[config.mk]
export PLATFORM = sky130hd
export DESIGN_NAME = prog_mem_sync
export DESIGN_NICKNAME = d
export VERILOG_FILES = /design/src/rtl/prog_mem_sync.sv
export SDC_FILE = /design/constraint.sdc
export NUM_CORES = 2
export LEC_CHECK = 0
export CAP_MARGIN = 20
export CORE_MARGIN = 4
export CORE_UTILIZATION = 37
export CTS_BUF_LIST = sky130_fd_sc_hd__clkbuf_8
export CTS_CLUSTER_SIZE = 30
export DETAILED_ROUTE_END_ITERATION = 10
export PLACE_DENSITY_LB_ADDON = 0.05
export SLEW_MARGIN = 40
export SYNTH_ARGS = -nofsm -noshare
export SYNTH_HDL_FRONTEND = slang
export SYNTH_SLANG_ARGS = --single-unit
[constraint.sdc]
create_clock -name clk -period 4.4 [get_ports clk]
set_input_delay 0.88 -clock clk [delete_from_list [all_inputs] [get_ports clk]]
set_output_delay 0.88 -clock clk [all_outputs]
set_load 0.02 [all_outputs]
[src/rtl/prog_mem_sync.sv]
// rtl/prog_mem_sync.sv - clocked program memory with address register, loader write port and range checking
module prog_mem_sync #(
    parameter int DATA_W = 8,
    parameter int ADDR_W = 8,
    parameter int DEPTH  = 256
) (
    input  logic              clk,
    input  logic              reset_n,
    input  logic [ADDR_W-1:0] addr,
    input  logic              set_addr,
    input  logic              inc_addr,
    input  logic              en_data,
    input  logic              wr_en,
    input  logic [DATA_W-1:0] wr_data,
    output logic [DATA_W-1:0] data,
    output logic              data_valid,
    output logic [ADDR_W:0]   noi,
    output logic              addr_err
);

    localparam int              IDX_W   = (DEPTH > 1) ? $clog2(DEPTH) : 1;
    localparam logic [ADDR_W:0] DEPTH_W = (ADDR_W + 1)'(DEPTH);

    logic [ADDR_W-1:0] ar;
    logic [ADDR_W:0]   ar_inc;
    logic              in_range;
    logic [IDX_W-1:0]  idx;
    logic [DATA_W-1:0] mem [0:DEPTH-1];

    // Next sequential address in ADDR_W+1 bits so DEPTH = 2^ADDR_W compares correctly
    always_comb begin
        ar_inc   = {1'b0, ar} + (ADDR_W + 1)'(1);
        in_range = ({1'b0, ar} < DEPTH_W);
        idx      = ar[IDX_W-1:0];
    end

    // Address register: load wins over increment; increment wraps at DEPTH (or from any out-of-range value)
    always_ff @(posedge clk or negedge reset_n) begin
        if (!reset_n) begin
            ar <= '0;
        end else if (set_addr) begin
            ar <= addr;
        end else if (inc_addr) begin
            ar <= (ar_inc >= DEPTH_W) ? '0 : ar_inc[ADDR_W-1:0];
        end
    end

    // Accesses use the pre-update AR; write-first on a same-cycle read; array itself is never cleared
    always_ff @(posedge clk or negedge reset_n) begin
        if (!reset_n) begin
            data       <= '0;
            data_valid <= 1'b0;
            noi        <= '0;
            addr_err   <= 1'b0;
        end else begin
            data_valid <= en_data;
            if (en_data) begin
                if (!in_range) begin
                    data <= '0;
                end else if (wr_en) begin
                    data <= wr_data;
                end else begin
                    data <= mem[idx];
                end
            end
            if (wr_en && in_range) begin
                mem[idx] <= wr_data;
                if (ar_inc > noi) begin
                    noi <= ar_inc;
                end
            end
            if ((en_data || wr_en) && !in_range) begin
                addr_err <= 1'b1;
            end
        end
    end

endmodule

Yosys cells after proc, flatten, opt, wreduce, memory -nomap -nowiden
Memories as Yosys holds them, arrays and structs flattened.
Index checks and enable logic that the tools add are counted.
{"block": "op_classes", "order_cmp": 2, "mux": 6, "add_sub_neg": 1, "reduce_logical": 3}
{"cell": "8-bit two-way mux", "n": 4}
{"cell": "8-bit by 1-bit adder with 9-bit output, second input constant", "n": 1}
{"cell": "9-bit >= comparator, second input constant", "n": 1}
{"cell": "9-bit greater-than comparator", "n": 1}
{"cell": "1-bit two-way mux", "n": 2}
{"cell": "2-bit AND reduction", "n": 1}
{"cell": "2-bit nonzero test", "n": 1}
{"cell": "1-bit logical AND", "n": 1}
{"block": "word_totals", "n_memories": 1, "output_inout_bits": 19, "reg_bits": 26, "ramBits": 2048}
{"name": "mem", "depth": 256, "width": 8, "read_ports": 1, "rd_clocked_by_memory_dff": 0, "write_ports": 1, "line": "28", "text": "logic [DATA_W-1:0] mem [0:DEPTH-1];"}

Longest topological paths before layout
{"block": "logic_depth", "depth_word": 5, "depth_mapped": 16, "ltp_nobuf": 10}

Worst setup path before layout
OpenSTA, ideal clock, no wires.
{"block": "synth_timing", "kind": "register to register", "from": "reg ar[1]", "to": "reg noi[0]", "t_arrival_ps": 3607, "n_path_buf": 6, "path_slack_ps": 668, "stages_incl_launch_ff": 17, "required_ps": 4275, "path_cell_list": "dfrtp_1 > buf_2 > buf_2 > buf_2 > buf_2 > buf_1 > inv_1 > ha_1 > ha_1 > nor2b_1 > o21a_1 > o21a_1 > o22ai_1 > a21oi_1 > o311a_1 > clkbuf_1 > mux2_2"}
{"block": "synth_between", "elab_chain_len": 3}
{"item": "start: declaration", "line": "24", "text": "logic [ADDR_W-1:0] ar;"}
{"item": "start signal: assignment", "line": "42", "text": "ar <= addr;"}
{"item": "start signal: assignment", "line": "44", "text": "ar <= (ar_inc >= DEPTH_W) ? '0 : ar_inc[ADDR_W-1:0];"}
{"item": "8-bit by 1-bit adder with 9-bit output", "line": "32", "text": "ar_inc = {1'b0, ar} + (ADDR_W + 1)'(1);"}
{"item": "named net ar_inc[1]", "line": "25", "text": "logic [ADDR_W:0] ar_inc;"}
{"item": "9-bit greater-than comparator", "line": "68", "text": "if (ar_inc > noi) begin"}
{"item": "2-bit AND reduction (no line)"}
{"item": "end signal: assignment", "line": "69", "text": "noi <= ar_inc;"}
{"item": "end: declaration", "line": "17", "text": "output logic [ADDR_W:0] noi,"}
The timed path passes the listed nets, and every way through them passes these cells.
A chain may end at the register's enable or synchronous reset.

Worst setup path in the final report
{"block": "layout_timing", "from": "reg ar[0]", "to": "reg data[5]"}
{"block": "layout_between", "elab_chain_len": 2}
{"item": "memory read 256 x 8 bit"}
{"item": "8-bit two-way mux", "line": "60", "text": "end else if (wr_en) begin"}
{"item": "end signal: assignment", "line": "61", "text": "data <= wr_data;"}
{"item": "end signal: assignment", "line": "63", "text": "data <= mem[idx];"}
{"item": "end: declaration", "line": "15", "text": "output logic [DATA_W-1:0] data,"}
No other way between the ends.

==> out/metrics.yaml <==
timing.rr.end: "data[5]$_DFFE_PN0P_"
floorplan.io_pins: 41
root_buffer: "clkbuf_8"
rr_worst_depth: 9
cts_tree: "yes"
netlist_top_cells_area: "edfxtp_1 77%, mux4_2 17%, nor2_1 1.2%"
timing.final.crit_period_ns: 4.07
cts_buffer_depth: 4
crit_slowest_cell: "nor4_1"
post-route-period-util_pct: 92.4
cts-buffers-inserted: 365
postSynth.topFlopCell: "edfxtp_1"
grt_max_degree: 119
synth_cell_type_count: 47
mean_syn_cell_area_um2: 22.5
worstPathArrival_ns: 4.94
cts.reportedPaths.clkPinSlew_ns: 0.06
global_route.usage.total_pct: 21.0
critPathCapture: "data[5]$_DFFE_PN0P_"
synth_top_cell_by_area: "edfxtp_1"
hold_viol_final: 0
report.final.slew_viol_count: 0
vias_in_the_first_global_route: 42000
layout-drive-gt1-share_pct: 34.0
worst-endpoint-required_ns: 5.27
post-dp-hpwl_um: 149000
dominant_cell_by_count_in_the_synthesized_netlist: "edfxtp_1"
place_congestion: 0.812
postSynthNetCount: 3605
path_max_fanout: 67
global_route.overflow_total: 0
chipHeight_um: 474
starting_density_of_the_core_pct: 37.3
area.growth.synth_to_final_pct: 15.9
floorplan.rows: 170
critical_path.endpoint_type: "flop"
slew_at_the_pin_closest_to_its_max_slew_limit_ns: 0.884
relSlewSlack_pct: 40.5
avgRoutedWirePerCell_um: 32.5
power-per-cell-area_nw_per_um2: 456
count_of_flip_flops_with_a_built_in_enable_after_synthesis: 2048
achievable-frequency_ghz: 0.246
ys_warn_count: 0
detail_route.wirelength_um: 234000
worstSetupPathType: "flop to flop"
drt_pass1_iterations: 5
setup_total_negative_slack_ns: 0
dr_total_vias: 39500
hold_start: "wr_data[1]"
peakVddDrop_uv: 338
placement.io_buffers: 39
synth_commonest_cells: "2,048 x edfxtp_1, 595 x mux4_2, 267 x nor2_1"
crit_path_start_kind: "flop"
die_w_um: 474
ant_nets: 0
utilization_pct: 43.2
run_status: "complete, no violations"
final.setup_skew_ns: 0.0953
post-synth-top-area-fraction_pct: 76.6
timing.reg2reg.setup_slack_ns: 0.33
postSynth.asyncResetShare_pct: 1.25
crit_path_cell_trace: "buf_12 -> mux4_2 -> a22oi_1 -> a21oi_1 -> nor4_1 -> buf_4 -> o22ai_1 -> nor3_1 -> o221ai_1"
syn_inst: 3572
worstHoldPathType: "input port to flop"
critPathMaxStageDelay_ns: 0.67
grt_first_pass_wirelength_um: 329000
total_leakage_power_uw: 0.0292
total_standard_cell_area_after_synthesis_um2: 80300
design.core.area_um2: 215000
finalNetCount: 4121
die_area_um2: 224000
clk_latency_ns: 1.06
htree_levels: 5
dr.first_iter.drc_count: 3954
setup_viol_count_final: 0
reg2reg_from: "ar[0]$_DFFE_PN0P_"
share_of_synthesized_area_occupied_by_flip_flops_and_latches_pct: 77.4
cts.repair_timing.setup_buffer_count: 0
maxCapViolCount: 0
antenna_found_initial: 13
rsz0062_at_grt: "false"
postSynthRegisterBits: 2074
via_per_inst: 5.48
clock_sinks: 2074
drt_drc_violations_left: 0
crit_start: "ar[0]$_DFFE_PN0P_"
==> report_power, final <==
| group | internal [uW] | switching, uW |
|---|---|---|
| Clock | 8480 | 7730 |
| Combinational | 1700 | 2540 |
| Sequential | 21800 | 169 |
==> sequential cells by signal (all words and copies together) (netlist names) <==
| signal | cells |
|---|---|
| ar | 8 |
| mem | 2048 |
| noi | 9 |
| data_valid | 1 |
| data | 8 |
==> area by class of cell <==
| class | instances | area, um2 |
|---|---|---|
| fill | 18500 | 122000 |
| multi-input combinational | 1260 | 17300 |
| clock inverter | 264 | 1380 |
| timing repair buffer | 371 | 3450 |
| antenna | 9 | 22.5 |
| clock buffer | 373 | 5130 |
| inverter | 16 | 60.1 |
| tap | 2838 | 3550 |
| sequential | 2074 | 62200 |
==> timing repair <==
item                                    CTS  global route
hold endpoints to repair                 26             0
resized for setup                         0             0
endpoints found under the setup margin    0             0
hold buffers                              1             0
==> per-stage QoR <==
step | area, um2 | total power (uW) | hold WS (ns) | setup slack, ns | cells
after floorplan | 80300 | 24500 | 0.584 | 0.668 | 3572
after global placement | 86200 | 26600 | 0.583 | 0.243 | 6553
after detailed placement | 86300 | 26700 | 0.571 | 0.244 | 6555
after CTS | 92800 | 43000 | 0.219 | 0.221 | 7193
after global routing | 93000 | 44200 | 0.163 | 0.0972 | 7198
final | 93000 | 42400 | 0.253 | 0.333 | 7205
==> critical path: cells and delay by family, from the launching register on <==
kind | cells | cell delay (ns)
mux | 1 | 0.61
simple gates | 2 | 0.85
flops | 1 | 0.60
buf+inv | 2 | 0.64
compound gates | 4 | 1.00
==> how the worst min path moves through the flow <==
stage	endpoint	slack, ns	cells past startpoint
after floorplan	ar[0]$_DFFE_PN0P_	0.58	0
after global placement	data[3]$_DFFE_PN0P_	0.58	2
after detailed placement	data[7]$_DFFE_PN0P_	0.57	2
after CTS	mem[104][0]$_DFFE_PP_	0.22	1
after global routing	mem[101][1]$_DFFE_PP_	0.16	1
final	mem[100][1]$_DFFE_PP_	0.25	1
==> cell usage in the layout, fill, tap and decap left out, drive strengths merged, types with 10 or more instances in the layout <==
| cell type | count |
|---|---|
| clkdlybuf4s50 | 30 |
| nor2b | 20 |
| clkinv | 146 |
| a21oi | 53 |
| mux2 | 12 |
| mux4 | 595 |
| clkbuf | 381 |
| nand3 | 22 |
| nand2b | 10 |
| nor2 | 267 |
| mux2i | 12 |
| edfxtp | 2048 |
| nand2 | 48 |
| bufinv | 11 |
| a22oi | 96 |
| inv | 115 |
| nor4 | 14 |
| buf | 332 |
| o21ai | 17 |
| dfrtp | 26 |
| ha | 11 |
==> per-layer routing <==
layer	track usage [%]	part of all wire (%)	up-vias
li1	-	-	16200
met3	4.16	6.0	382
met4	7.44	3.6	0
met5	0	0	-
met2	33.9	48	1359
met1	28.4	42	21600
==> logic make-up after synthesis <==
kind of cell / Yosys count / share of synthesized area, %
other: 1 / 0.00467
buffers and inverters: 238 / 1.36
and+or+nand+nor: 420 / 2.26
AOI/OAI and AO/OA: 197 / 1.63
DFF: 2074 / 77.4
muxes: 619 / 17.0
adders and majority gates: 12 / 0.184
xor gates and xnor gates: 11 / 0.137
(Power assumes the default switching activity.)
